[config.mk]
export PLATFORM = sky130hd
export DESIGN_NAME = uart_tx_arb
export DESIGN_NICKNAME = d
export VERILOG_FILES = /design/src/rtl/uart_tx_arb.sv
export SDC_FILE = /design/constraint.sdc
export NUM_CORES = 1
export LEC_CHECK = 0
export ABC_AREA = 1
export BUFFER_PORTS_ARGS = -buffer_cell sky130_fd_sc_hd__buf_2
export CORE_ASPECT_RATIO = 1.1
export CORE_MARGIN = 2
export CORE_UTILIZATION = 38
export DETAILED_ROUTE_END_ITERATION = 12
export PLACE_DENSITY_LB_ADDON = 0.25
export RECOVER_POWER = 25
export SKIP_LAST_GASP = 1
export SLEW_MARGIN = 5
export SYNTH_ARGS = -nofsm -noshare
export SYNTH_HDL_FRONTEND = slang
export SYNTH_SLANG_ARGS = --single-unit
[constraint.sdc]
create_clock -name i_clk -period 3.25 [get_ports i_clk]
set_input_delay 0.1625 -clock i_clk [delete_from_list [all_inputs] [get_ports i_clk]]
set_output_delay 0.1625 -clock i_clk [all_outputs]
set_load 0.005 [all_outputs]
[src/rtl/uart_tx_arb.sv]
// Two-requester byte arbiter in front of a UART TX, plus an RX holding register.
// Define UART_TX_ARB_PRIO_EN for fixed priority (req0 wins ties); default is round-robin.
module uart_tx_arb #(
   parameter int unsigned TMO_CYCLES = 16,
   parameter int unsigned GAP_CYCLES = 2
) (
   input  logic       i_clk,
   input  logic       i_rst,
   input  logic       i_en,
   input  logic       i_req0_valid,
   input  logic [7:0] i_req0_data,
   output logic       o_req0_ready,
   input  logic       i_req1_valid,
   input  logic [7:0] i_req1_data,
   output logic       o_req1_ready,
   output logic       o_uart_en,
   output logic       o_uart_str_tx,
   output logic [7:0] o_uart_data_tx,
   input  logic       i_uart_busy_tx,
   input  logic       i_uart_rxne,
   input  logic [7:0] i_uart_data_rx,
   output logic       o_rx_valid,
   output logic [7:0] o_rx_data,
   input  logic       i_rx_ack,
   output logic       o_rx_ovr,
   output logic       o_owner,
   output logic       o_tmo_err
);

   localparam int unsigned TMO_W = $clog2(TMO_CYCLES + 1);
   localparam int unsigned CNT_W = (TMO_W > 4) ? TMO_W : 4;
   localparam logic [CNT_W-1:0] TMO_LAST = CNT_W'(TMO_CYCLES - 1);
   localparam logic [CNT_W-1:0] GAP_LAST = CNT_W'(GAP_CYCLES - 1);

   typedef enum logic [1:0] {
      S_IDLE,
      S_ISSUE,
      S_WAIT_DONE,
      S_GAP
   } state_t;

   state_t           state, state_nxt;
   logic [CNT_W-1:0] cnt, cnt_nxt;
   logic             any_valid;
   logic             grant;
   logic             accept;
   logic             tmo_hit;
   logic             rxne_q;
   logic             rx_edge;

`ifndef UART_TX_ARB_PRIO_EN
   logic             last_served;
`endif

   assign any_valid = i_req0_valid | i_req1_valid;

   // grant = 1 selects requester 1
   always_comb begin
`ifdef UART_TX_ARB_PRIO_EN
      grant = ~i_req0_valid;
`else
      if (i_req0_valid && i_req1_valid) grant = ~last_served;
      else                              grant = ~i_req0_valid;
`endif
   end

   assign accept       = i_rst && i_en && (state == S_IDLE) && any_valid;
   assign o_req0_ready = accept & ~grant;
   assign o_req1_ready = accept &  grant;
   assign o_uart_en    = i_en;
   assign o_uart_str_tx = i_en && ((state == S_ISSUE) || (state == S_WAIT_DONE));

   always_comb begin
      state_nxt = state;
      cnt_nxt   = cnt;
      tmo_hit   = 1'b0;
      case (state)
         S_IDLE: begin
            if (any_valid) begin
               state_nxt = S_ISSUE;
               cnt_nxt   = '0;
            end
         end
         S_ISSUE: begin
            if (i_uart_busy_tx) begin
               state_nxt = S_WAIT_DONE;
            end else if (cnt == TMO_LAST) begin
               tmo_hit   = 1'b1;
               state_nxt = S_GAP;
               cnt_nxt   = '0;
            end else begin
               cnt_nxt = cnt + CNT_W'(1);
            end
         end
         S_WAIT_DONE: begin
            if (!i_uart_busy_tx) begin
               state_nxt = S_GAP;
               cnt_nxt   = '0;
            end
         end
         S_GAP: begin
            if (cnt == GAP_LAST) state_nxt = S_IDLE;
            else                 cnt_nxt   = cnt + CNT_W'(1);
         end
         default: state_nxt = S_IDLE;
      endcase
      if (!i_en) begin
         state_nxt = S_IDLE;
         cnt_nxt   = '0;
         tmo_hit   = 1'b0;
      end
   end

   always_ff @(posedge i_clk) begin
      if (!i_rst) begin
         state <= S_IDLE;
         cnt   <= '0;
      end else begin
         state <= state_nxt;
         cnt   <= cnt_nxt;
      end
   end

   always_ff @(posedge i_clk) begin
      if (!i_rst) begin
         o_uart_data_tx <= '0;
         o_owner        <= 1'b0;
         o_tmo_err      <= 1'b0;
`ifndef UART_TX_ARB_PRIO_EN
         last_served    <= 1'b1;
`endif
      end else begin
         if (accept) begin
            o_uart_data_tx <= grant ? i_req1_data : i_req0_data;
            o_owner        <= grant;
`ifndef UART_TX_ARB_PRIO_EN
            last_served    <= grant;
`endif
         end
         if (tmo_hit) o_tmo_err <= 1'b1;
      end
   end

   // RX edge tracking keeps running while disabled so re-enable cannot fake an edge
   assign rx_edge = i_uart_rxne & ~rxne_q;

   always_ff @(posedge i_clk) begin
      if (!i_rst) begin
         rxne_q     <= 1'b0;
         o_rx_valid <= 1'b0;
         o_rx_data  <= '0;
         o_rx_ovr   <= 1'b0;
      end else begin
         rxne_q <= i_uart_rxne;
         if (!i_en) begin
            o_rx_valid <= 1'b0;
            o_rx_ovr   <= 1'b0;
         end else if (rx_edge) begin
            o_rx_data <= i_uart_data_rx;
            if (!o_rx_valid || i_rx_ack) begin
               o_rx_valid <= 1'b1;
               o_rx_ovr   <= 1'b0;
            end else begin
               o_rx_ovr   <= 1'b1;
            end
         end else if (i_rx_ack) begin
            o_rx_valid <= 1'b0;
            o_rx_ovr   <= 1'b0;
         end
      end
   end

endmodule

# Word level (Yosys, flattened, before mapping)
# Cells that the tools add are included.
[word_totals]
register_bits = 29
out_inout_bits = 24
in_bits = 32
[classes]
n_mux = 23
n_addsub = 1
bitwise = 8
n_eq_ne = 12
reduce_logical = 15
[ops]
columns = ["cell", "count"]
rows = [
  ["5-bit 2-to-1 mux", 5],
  ["5-bit one-hot mux with 4 select lines", 1],
  ["1-bit 2-to-1 mux", 10],
  ["2-bit 2-to-1 mux", 5],
  ["2-bit inequality test, second input constant", 5],
  ["8-bit 2-to-1 mux", 1],
  ["2-bit one-hot mux with 4 select lines", 1],
  ["4-bit AND reduction", 2],
  ["2-bit AND reduction", 3],
  ["5-bit by 1-bit adder with 5-bit output, second input constant", 1],
  ["5-bit by 1-bit equality test with 1-bit output, second input constant", 1],
  ["5-bit by 4-bit equality test with 1-bit output, second input constant", 1],
  ["1-bit logical AND", 5],
  ["2-bit equality test, second input constant", 2],
  ["1-bit NOT", 4],
  ["1-bit bitwise AND", 3],
  ["3-bit by 2-bit inequality test with 1-bit output, second input constant", 1],
  ["2-bit by 1-bit equality test with 1-bit output, second input constant", 1],
  ["2-bit zero test", 1],
  ["1-bit logical OR", 2],
  ["2-bit by 1-bit inequality test with 1-bit output, second input constant", 1],
  ["2-bit nonzero test", 1],
  ["1-bit zero test", 1],
  ["1-bit bitwise OR", 1],
]

# Longest topological paths before layout
[depth]
depth_word = 5
depth_mapped = 10
mapped_depth_nobuf = 10

# Least setup slack after synthesis
# Ideal clock, no wire load.
[synth_path]
path_type = "register -> register"
from = "register cnt[0]"
to = "register cnt[3]"
stages_incl_launch_ff = 10
path_slack_ns = 1.807
synth_period_minus_slack_ns = 1.443
path_buffers = 0
arrival_ns = 1.379
required_time_ns = 3.186
setup_ns = 0.064
cell_sequence = "dfxtp_1 > ha_1 > nand2_1 > nor2_4 > ha_1 > o21ai_0 > nor2_1 > nor2_1 > nand2_1 > nor2_1"
[synth_between]
elab_chain_cells = 4
word_cells_on_any_way = 9
classes_between = "1 x add/sub; 3 x eq/ne; 4 x mux; 1 x reduce/logical"
[synth_lines]
columns = ["item", "line", "source"]
rows = [
  ["from (decl)", "43", "logic [CNT_W-1:0] cnt, cnt_nxt;"],
  ["from (signal assigned)", "120", "cnt <= cnt_nxt;"],
  ["5-bit by 1-bit adder with 5-bit output / 5-bit by 4-bit equality test with 1-bit output (equally long branches)", "92, 103, 87", ""],
  ["5-bit 2-to-1 mux", "87", "end else if (cnt == TMO_LAST) begin"],
  ["5-bit 2-to-1 mux", "85", "if (i_uart_busy_tx) begin"],
  ["5-bit one-hot mux with 4 select lines", "77", "case (state)"],
]
# Several ways; a longest one is shown, not always the timed one. The select of a mux whose other input is x is not followed.
# A chain may end at the register's enable or synchronous reset.

# Worst setup path after layout
[layout_path]
from = "input port i_en"
to = "output port o_req1_ready"
[layout_between]
elab_chain_cells = 4
[layout_lines]
columns = ["item", "line", "source"]
rows = [
  ["from (decl)", "9", "input logic i_en,"],
  ["1-bit logical AND (3 in series)", "67", "assign accept = i_rst && i_en && (state == S_IDLE) && any_valid;"],
  ["1-bit bitwise AND", "69", "assign o_req1_ready = accept & grant;"],
  ["to (decl)", "15", "output logic o_req1_ready,"],
]
# No other way between the ends.

==> impl_metrics.json <==
{
  "status": "complete, no violations",
  "grt_pass1_vias": 1404,
  "placed_cells": 324,
  "antenna_found_initial": 0,
  "drc": 0,
  "crit_path_start_kind": "input pin",
  "gp_congestion": 0.803,
  "grt_pass1_wl_mm": 6.00,
  "syn_area_um2": 1530,
  "root_buffer": "clkbuf_8",
  "yosys.area.top_type": "dfxtp_1",
  "yosys-top-cells-count": "70 x nand2_1, 29 x dfxtp_1, 24 x inv_1, 21 x nand3_1",
  "slowest_stage": "clkbuf_1",
  "cts_buffers": 5,
  "hold_start": "i_uart_rxne",
  "finalPower_w": 0.000805,
  "cts_tree": "done",
  "drtPass1Iterations": 4,
  "nNetsFinal": 320,
  "die_area_um2": 4540,
  "crit_buf_inv": 4,
  "wire_per_inst_um": 10.8,
  "die_height_um": 70.4,
  "finalMaxSlewViolations": 0,
  "overflow": 0,
  "hold_buffers": 0,
  "cts_resized": 0,
  "power.density_nw_per_um2": 424,
  "critPathMaxStageDelay_ns": 0.46,
  "drt_iter0_markers": 56,
  "utilization": 0.487,
  "portBuffers": 55,
  "async_reset_ff_frac": 0,
  "min_path_type": "input pin to register",
  "ys_warn_count": 0,
  "vias_per_cell": 4.66,
  "synth.top_cell.area_share": 0.381,
  "synthDistinctLibCells": 25,
  "skew_ns": 0.00621,
  "drtAntennaViolNets": 0,
  "final_layout_size_suffix_gt1_frac": 0.236,
  "clkLatencyLatePin_ns": 0.28,
  "critPathRequiredTime_ns": 3.09,
  "synth.most_common_cell": "nand2_1",
  "cp_max_fo": 13,
  "crit_type": "input pin to output port",
  "rr_startpoint": "cnt[0]",
  "fin_crit_sh": 0.563,
  "max_cap_viol_count": 0,
  "core_area_um2": 3900,
  "grt_usage": 0.167,
  "num_rows": 24,
  "crit_start": "i_en",
  "cts_num_sinks": 29,
  "layout_min_cycle_time_ns": 1.83,
  "drt_wl_total_mm": 3.59,
  "hold_violations": 0,
  "h-tree-depth": 2,
  "cellLeakagePower_nw": 0.921,
  "synth_edf_count": 0,
  "setup-violations-final": 0,
  "worst_pin_slew_ns": 0.696,
  "yosysSeqAreaShare": 0.381,
  "max_slew_margin": 0.534,
  "vdd_drop_max_mv": 0.344,
  "hpwl_mm": 2.62,
  "nFillCells": 419,
  "ys.flop_type": "dfxtp_1",
  "netlist_instances": 223,
  "syn-num-nets": 264,
  "cts_setup_buffers": 0,
  "path_cells": "clkbuf_1 -> nand2_2 -> clkinv_2 -> nand2_2 -> nor2_4 -> nand2_2 -> inv_1 -> buf_2",
  "instances_no_fill": 332,
  "multi_input_area_um2": 803,
  "holdWs_ns": 0.0797,
  "num_vias": 1547,
  "end_kind": "output port",
  "area_growth_pct": 24.5,
  "synth.area.top_cells": "dfxtp_1 38%, nand2_1 17%, ha_1 7.4%, nand3_1 6.9%, a21oi_1 6.2%",
  "ys_ff_latch": 29,
  "critPathArrivalTime_ns": 1.67,
  "avgSynthCellArea_um2": 6.84,
  "start_util": 0.391,
  "diodes": 0,
  "chipWidth_um": 64.4,
  "area.sequential_um2": 581,
  "cts_max_path_buffers": 2,
  "grt_start_max_net_pins": 19,
  "io_pins": 56,
  "finalSetupTns_ns": 0,
  "fmax_mhz": 547,
  "path_clk_slew_ns": 0.06,
  "crit_family": "buffers and inverters",
  "rsz0062_at_grt": "false",
  "path_common_cell": "nand2_2"
}
through the flow:
step                setup WS (ns)  cell area, µm²
global route                 1.29            1900
CTS                          1.49            1910
finish                       1.42            1900
global placement             1.67            1830
detailed placement           1.61            1830
floorplan                    1.81            1530
cell families (layout without fill, tap and decap cells):
| logic type | count (synthesis) | after routing | synth area share |
|---|---|---|---|
| DFF | 29 | 29 | 0.381 |
| adders and majority gates | 9 | 9 | 0.0738 |
| and+or+nand+nor | 124 | 124 | 0.355 |
| AOI/OAI and AO/OA | 28 | 28 | 0.0976 |
| buffers and inverters | 33 | 90 | 0.0927 |
power by group:
| group | switching (W) | total, W | internal (W) | leakage [nW] |
|---|---|---|---|---|
| logic | 0.0000863 | 0.000141 | 0.0000550 | 0.640 |
| clock network | 0.000135 | 0.000283 | 0.000148 | 0.0450 |
| registers | 0.00000884 | 0.000381 | 0.000372 | 0.236 |
| total | 0.000230 | 0.000805 | 0.000575 | 0.921 |
final timing paths:
check	endpoint	slack (ns)	cells past startpoint
worst min-delay path	rxne_q	0.08	3
worst max register to register	cnt[0]	1.56	9
worst min register to register	o_tmo_err	0.45	2
worst max-delay path	o_req1_ready	1.42	8
cell usage in the layout, fill, tap and decap left out, drive strengths merged:
master,count
ha,9
nand2,75
o21a,1
or3,1
buf,47
o211ai,1
nand3,21
dfxtp,29
nor2,23
nand4,2
o21ai,6
inv,25
clkbuf,14
nand3b,1
nor3,1
clkinv,4
a21oi,20
registers in the layout, summed over array words and instances, names as in the netlist, 2 cells and up:
name and cells:
o_rx_data 8, o_uart_data_tx 8, cnt 5, state 2
worst reg2reg max path, cell delays in order (launching register included):
cell and delay [ns]:
dfxtp_1 0.33, ha_1 0.21, nand2_1 0.14, nor2_4 0.06, ha_1 0.18, o21ai_0 0.36, nand2_1 0.10, nand2_1 0.08
o21ai_0 0.07, nor2_1 0.08
metal layers:
metal  routed length [µm]  global-route usage  vias up
met3                  210              0.0483        4
met2                 1780               0.299       45
met4                   27              0.0496        0
met5                    0                   0        -
met1                 1560               0.190      684
li1                     -                   -      814
layout make-up:
| type | count | area share |
|---|---|---|
| Sequential cell | 29 | 0.306 |
| Multi-Input combinational cell | 161 | 0.423 |
| Timing Repair Buffer | 55 | 0.140 |
| Inverter | 27 | 0.0540 |
| Tap cell | 52 | 0.0343 |
| Clock inverter | 2 | 0.00527 |
| Clock buffer | 6 | 0.0382 |
Note: power is estimated with default switching activity, not from simulation.
